<file path="config.mk">
export PLATFORM = sky130hd
export DESIGN_NAME = fp_align_pipe
export DESIGN_NICKNAME = d
export VERILOG_FILES = /design/src/rtl/fp_pkg.sv /design/src/rtl/fp_shift_right_sticky.sv /design/src/rtl/fp_align_pipe.sv
export SDC_FILE = /design/constraint.sdc
export NUM_CORES = 1
export LEC_CHECK = 0
export ABC_CLOCK_PERIOD_IN_PS = 2350
export CELL_PAD_IN_SITES_DETAIL_PLACEMENT = 1
export CELL_PAD_IN_SITES_GLOBAL_PLACEMENT = 1
export CORE_ASPECT_RATIO = 0.5
export CORE_UTILIZATION = 38
export CTS_BUF_LIST = sky130_fd_sc_hd__clkbuf_4 sky130_fd_sc_hd__clkbuf_8
export CTS_CLUSTER_DIAMETER = 30
export DETAILED_ROUTE_END_ITERATION = 8
export GPL_ROUTABILITY_DRIVEN = 0
export GPL_TIMING_DRIVEN = 1
export PLACE_DENSITY = 0.77
export SYNTH_ARGS = -nofsm -noshare
export SYNTH_HDL_FRONTEND = slang
export SYNTH_SLANG_ARGS = --single-unit
</file>
<file path="constraint.sdc">
create_clock -name clk -period 2.35 [get_ports clk]
set_input_delay 0.5875 -clock clk [delete_from_list [all_inputs] [get_ports clk]]
set_output_delay 0.5875 -clock clk [all_outputs]
set_load 0.1 [all_outputs]
</file>
<file path="src/rtl/fp_pkg.sv">
// fp_pkg: shared widths, operand field extraction and the S1 compare payload
package fp_pkg;
  localparam int EXP_W_D = 8;
  localparam int FRAC_W_D = 18;
  localparam int GUARD_W_D = 3;
  localparam int OP_MAX_W = 64;
  localparam int DIFF_MAX_W = 33;
  typedef struct packed {
    logic swap;
    logic [DIFF_MAX_W-1:0] diff;
  } s1_t;
  function automatic logic op_sign(input logic [OP_MAX_W-1:0] op, input int exp_w, input int frac_w);
    return op[exp_w+frac_w];
  endfunction
  function automatic logic [31:0] op_exp(input logic [OP_MAX_W-1:0] op, input int exp_w, input int frac_w);
    return 32'((op >> frac_w) & ((64'd1 << exp_w) - 64'd1));
  endfunction
  function automatic logic [OP_MAX_W-1:0] op_frac(input logic [OP_MAX_W-1:0] op, input int frac_w);
    return op & ((64'd1 << frac_w) - 64'd1);
  endfunction
endpackage

</file>
<file path="src/rtl/fp_shift_right_sticky.sv">
// fp_shift_right_sticky: right shift with sticky ORed into the LSB, saturating
//   data  : value to shift       shift : shift amount
//   res   : shifted value, LSB carries OR of all bits shifted out
module fp_shift_right_sticky #(
  parameter int DATA_W = 21,
  parameter int SH_W = 33
) (
  input  logic [DATA_W-1:0] data,
  input  logic [SH_W-1:0]   shift,
  output logic [DATA_W-1:0] res
);
  logic sat, sticky;
  logic [DATA_W-1:0] lost_mask;
  always_comb begin
    sat = 64'(shift) >= 64'(DATA_W);
    lost_mask = ~({DATA_W{1'b1}} << shift);
    sticky = |(data & lost_mask);
    res = sat ? DATA_W'(|data) : (data >> shift) | DATA_W'(sticky);
  end
endmodule

</file>
<file path="src/rtl/fp_align_pipe.sv">
// fp_align_pipe: two-stage valid/ready exponent aligner (S1 compare, S2 shift)
//   in_valid/in_ready, in_1/in_2    : operand pair {sign, exp, frac}
//   out_valid/out_ready, out_1/out_2 : aligned pair {sign, exp, frac, guard}
//   out_swapped                      : operand 1 was the one shifted
module fp_align_pipe
  import fp_pkg::*;
#(
  parameter int EXP_W = EXP_W_D,
  parameter int FRAC_W = FRAC_W_D,
  parameter int GUARD_W = GUARD_W_D,
  localparam int OP_W = 1 + EXP_W + FRAC_W,
  localparam int RES_W = OP_W + GUARD_W
) (
  input  logic             clk,
  input  logic             rst_n,
  input  logic             in_valid,
  output logic             in_ready,
  input  logic [OP_W-1:0]  in_1,
  input  logic [OP_W-1:0]  in_2,
  output logic             out_valid,
  input  logic             out_ready,
  output logic [RES_W-1:0] out_1,
  output logic [RES_W-1:0] out_2,
  output logic             out_swapped
);
  localparam int EXT_W = FRAC_W + GUARD_W;
  logic s1_valid, s2_valid, s1_adv, s2_adv;
  logic [OP_W-1:0] s1_op_1, s1_op_2;
  s1_t s1_q, s1_d;
  logic signed [EXP_W-1:0] e1, e2;
  logic [EXP_W:0] x1, x2, diff;
  logic [EXP_W-1:0] q_e1, q_e2, exp_max;
  logic [FRAC_W-1:0] q_f1, q_f2;
  logic [EXT_W-1:0] sh_in, sh_out, big_ext;
  logic [RES_W-1:0] res_1, res_2;
  assign s2_adv = !s2_valid | out_ready;
  assign s1_adv = !s1_valid | s2_adv;
  assign in_ready = s1_adv;
  assign out_valid = s2_valid;
  always_comb begin
    e1 = EXP_W'(op_exp(OP_MAX_W'(in_1), EXP_W, FRAC_W));
    e2 = EXP_W'(op_exp(OP_MAX_W'(in_2), EXP_W, FRAC_W));
    x1 = {e1[EXP_W-1], e1};
    x2 = {e2[EXP_W-1], e2};
    s1_d.swap = e2 > e1;
    // One extra bit keeps the difference of extreme exponents from wrapping
    diff = s1_d.swap ? x2 - x1 : x1 - x2;
    s1_d.diff = DIFF_MAX_W'(diff);
  end
  always_comb begin
    q_e1 = EXP_W'(op_exp(OP_MAX_W'(s1_op_1), EXP_W, FRAC_W));
    q_e2 = EXP_W'(op_exp(OP_MAX_W'(s1_op_2), EXP_W, FRAC_W));
    q_f1 = FRAC_W'(op_frac(OP_MAX_W'(s1_op_1), FRAC_W));
    q_f2 = FRAC_W'(op_frac(OP_MAX_W'(s1_op_2), FRAC_W));
    exp_max = s1_q.swap ? q_e2 : q_e1;
    sh_in = {s1_q.swap ? q_f1 : q_f2, {GUARD_W{1'b0}}};
    big_ext = {s1_q.swap ? q_f2 : q_f1, {GUARD_W{1'b0}}};
    res_1 = {op_sign(OP_MAX_W'(s1_op_1), EXP_W, FRAC_W), exp_max, s1_q.swap ? sh_out : big_ext};
    res_2 = {op_sign(OP_MAX_W'(s1_op_2), EXP_W, FRAC_W), exp_max, s1_q.swap ? big_ext : sh_out};
  end
  fp_shift_right_sticky #(.DATA_W(EXT_W), .SH_W(DIFF_MAX_W)) u_shift (
    .data(sh_in),
    .shift(s1_q.diff),
    .res(sh_out)
  );
  // Payloads load only with a valid entry so out_* stays at its last real value
  always_ff @(posedge clk or negedge rst_n) begin
    if (!rst_n) begin
      s1_valid <= 1'b0;
      s1_op_1 <= '0;
      s1_op_2 <= '0;
      s1_q <= '0;
      s2_valid <= 1'b0;
      out_1 <= '0;
      out_2 <= '0;
      out_swapped <= 1'b0;
    end else begin
      if (s1_adv) s1_valid <= in_valid;
      if (s1_adv && in_valid) begin
        s1_op_1 <= in_1;
        s1_op_2 <= in_2;
        s1_q <= s1_d;
      end
      if (s2_adv) s2_valid <= s1_valid;
      if (s2_adv && s1_valid) begin
        out_1 <= res_1;
        out_2 <= res_2;
        out_swapped <= s1_q.swap;
      end
    end
  end
endmodule

</file>
==> flow_summary.yaml <==
outcome:
  status: "finished, violations left"
  violations: "setup timing"
synthesis:
  syn_area_per_cell_sq_um: 8.75
  netlist.top_cell.by_area: "dfrtp_1"
  ys_seq_area_frac: 0.396
  yosysMostFrequentCell: "nand2_1"
  synth_edf_count: 0
  synthCells: 860
  synth_ff_type: "dfrtp_1"
  ys_top_cells_by_area: "dfrtp_1 40%, nand2_1 11%, mux4_2 6.0%, o21ai_0 5.2%, mux2i_1 3.5%"
  syn-cell-area_sq_um: 7520
  async_flop_share: 1.00
  synth_top_area_share: 0.396
  yosysUniqueCellTypes: 68
  synthesis.nets: 936
  ys_ff_latch: 119
  yosys-top-cells-count: "222 x nand2_1, 119 x dfrtp_1, 78 x o21ai_0"
  synth.yosys.warnings: 0
setup_path:
  cp.arrival_ps: 3020
  max_stage_delay_ps: 490
  path_cells: "buf_4 > mux4_2 > nand2_1 > buf_4 > mux4_2 > nand2_1 > o311ai_1 > buf_4 > o31ai_2"
  path_max_fanout: 12
  reg2regPathDepth: 9
  r2r_slack_ps: -300
  slowest_stage: "dfrtp_4"
  critical_path_class: "register to register"
  reg2reg_to: "out_2[5]"
  crit_required_ps: 2720
  cpMostUsedCell: "buf_4"
  worst_setup_path_end_kind: "register"
  r2r-start: "s1_q[33]"
  setup.worst_path.start_class: "register"
timing:
  hold_viol_final: 0
  finalMaxSlewViolations: 0
  worst_pin_slew_ps: 543
  hold_ws_ps: 86.9
  max_freq_ghz: 0.377
  fin_skew_ps: 18.0
  setup_viol: 33
  tns_ps: -4550
  rsz0062_at_grt: "true"
  finalCriticalPeriod_ps: 2650
  max_slew_margin: 0.638
  worst_slack_ps: -299
  period_share: 1.13
finish:
  multi_input_area_sq_um: 4860
  regArea_sq_um: 2990
  final_layout_size_suffix_gt1_frac: 0.408
  final_net_count: 1195
  instances_no_fill: 1391
  antenna_cells: 0
  area_growth_pct: 50.5
  finalInstanceArea_sq_um: 11300
  fillers: 2142
global_route:
  grt_util_met2: 0.507
  grt_pass1_vias: 8342
  use_met1: 0.373
  globalRouteOverflowTotal: 0
  grt_pass1_wl_um: 46500
  antenna_found_initial: 0
  grt_most_used_layer: "met2"
  grt_max_degree: 46
  use_met3: 0.0756
  grt_usage: 0.298
floorplanning:
  dieArea_sq_um: 20400
  coreArea_sq_um: 18900
  rows: 35
  die_w_um: 201
  die_y_um: 101
  ios: 121
  initial_utilization: 0.399
clock_tree:
  numCtsBuffers: 17
  clockBufferDepth: 2
  clk_pin_slew_worst_paths_ps: 90
  cts-root-buf: "clkbuf_8"
  cts_tree: "yes"
  cts_hold_buf: 0
  clock_latency_ps: 470
  cts_sinks: 119
  cts_htree_levels: 4
drt:
  num_vias: 8091
  drt_first_pass_iters: 5
  wl_um: 32000
  drc_errors: 0
  first_iter_violations: 761
  ant_nets: 0
  drt-vias-per-instance: 5.82
  avgRoutedWirePerCell_um: 23.0
worst_hold_path:
  min_path_type: "primary input to asynchronous set/reset pin"
power_and_ir_drop:
  leakagePower_uw: 0.00513
  p_per_area_nw_per_um2: 935
  peakVddDrop_mv: 0.974
  finalPower_uw: 10600
place:
  dp_hpwl_um: 21200
  io_buffers: 120
  dpl_cell_area_sq_um: 9940
  placed_cells: 1322
job:
  maxCapViolCount: 0
[worst max-delay path: cells and delay by family (launching register included)]
family / cells / cell delay [ps]
buffers and inverters: 3 / 560
DFF: 1 / 490
and+or+nand+nor: 2 / 200
AOI/OAI and AO/OA: 2 / 390
muxes: 2 / 880
[area by class of cell]
class | instances | share of cell area
Multi-Input combinational cell | 644 | 0.429
Sequential cell | 119 | 0.264
Clock inverter | 11 | 0.0128
Inverter | 30 | 0.0117
Timing Repair Buffer | 307 | 0.229
Tap cell | 259 | 0.0286
Clock buffer | 21 | 0.0250
[what timing repair did]
item,4_1_cts,5_1_grt
pin swaps,31,57
gates resized for setup,130,112
setup buffers,15,23
setup endpoints to repair,42,42
[stage by stage]
step / worst slack, ps / util
2_1_floorplan: -198 / -
3_3_place_gp: -914 / 0.527
3_5_place_dp: -1030 / 0.527
4_1_cts: -132 / 0.571
5_1_grt: -300 / 0.600
6_report: -299 / 0.600
[sequential cells by signal, indices dropped and copies added (netlist names)]
| name | cells |
|---|---|
| out_2 | 22 |
| out_1 | 30 |
| out_swapped | 1 |
| s1_valid | 1 |
| s1_op_2 | 27 |
| s1_op_1 | 27 |
| out_valid | 1 |
| s1_q | 10 |
[layer usage]
layer | share of wire | vias to the layer above | routed length (um)
met2 | 0.48 | 432 | 15500
met3 | 0.082 | 97 | 2620
li1 | - | 3565 | -
met5 | 0 | - | 0
met4 | 0.033 | 0 | 1060
met1 | 0.40 | 3997 | 12800
[worst max path at each step]
stage | from | endpoint | slack [ps]
CTS | s1_q[33] | out_1[0] | -130
global route | s1_q[33] | out_2[5] | -300
floorplan | in_2[23] | s1_q[6] | -200
detailed placement | in_1[25] | s1_q[7] | -1030
finish | s1_q[33] | out_2[5] | -300
global placement | in_1[25] | s1_q[6] | -910
[report_power, final]
group / switching (uW) / total [uW] / leakage [uW] / internal, uW
logic: 3810 / 5730 / 0.00343 / 1930
clock network: 939 / 2080 / 0.000212 / 1150
registers: 371 / 2770 / 0.00149 / 2400
[kinds of logic (layout without fill, tap and decap cells)]
family / Yosys count / in the layout / synth area share
AO/OA/AOI/OAI: 196 / 196 / 0.161
XOR/XNOR: 4 / 4 / 0.00466
adder cells (fa/ha/maj): 19 / 19 / 0.0333
buffers and inverters: 97 / 369 / 0.0579
flip-flops: 119 / 119 / 0.396
multiplexers: 66 / 66 / 0.134
AND/OR/NAND/NOR: 359 / 359 / 0.213
[cells in the final DEF, fill, tap and decap left out, types with 10 or more instances in the layout]
cell type and instances:
nor2_1 26, a21oi_1 36, buf_4 226, nor3_1 19, clkbuf_8 20, dfrtp_1 117, clkdlybuf4s50_1 40, nand3_1 12
buf_6 17, mux2_2 10, a21oi_2 14, mux4_2 23, o21ai_1 22, mux2i_1 21, inv_1 21, nand2_1 212
o21ai_0 52
No activity file was read; power rests on OpenSTA's default activity.
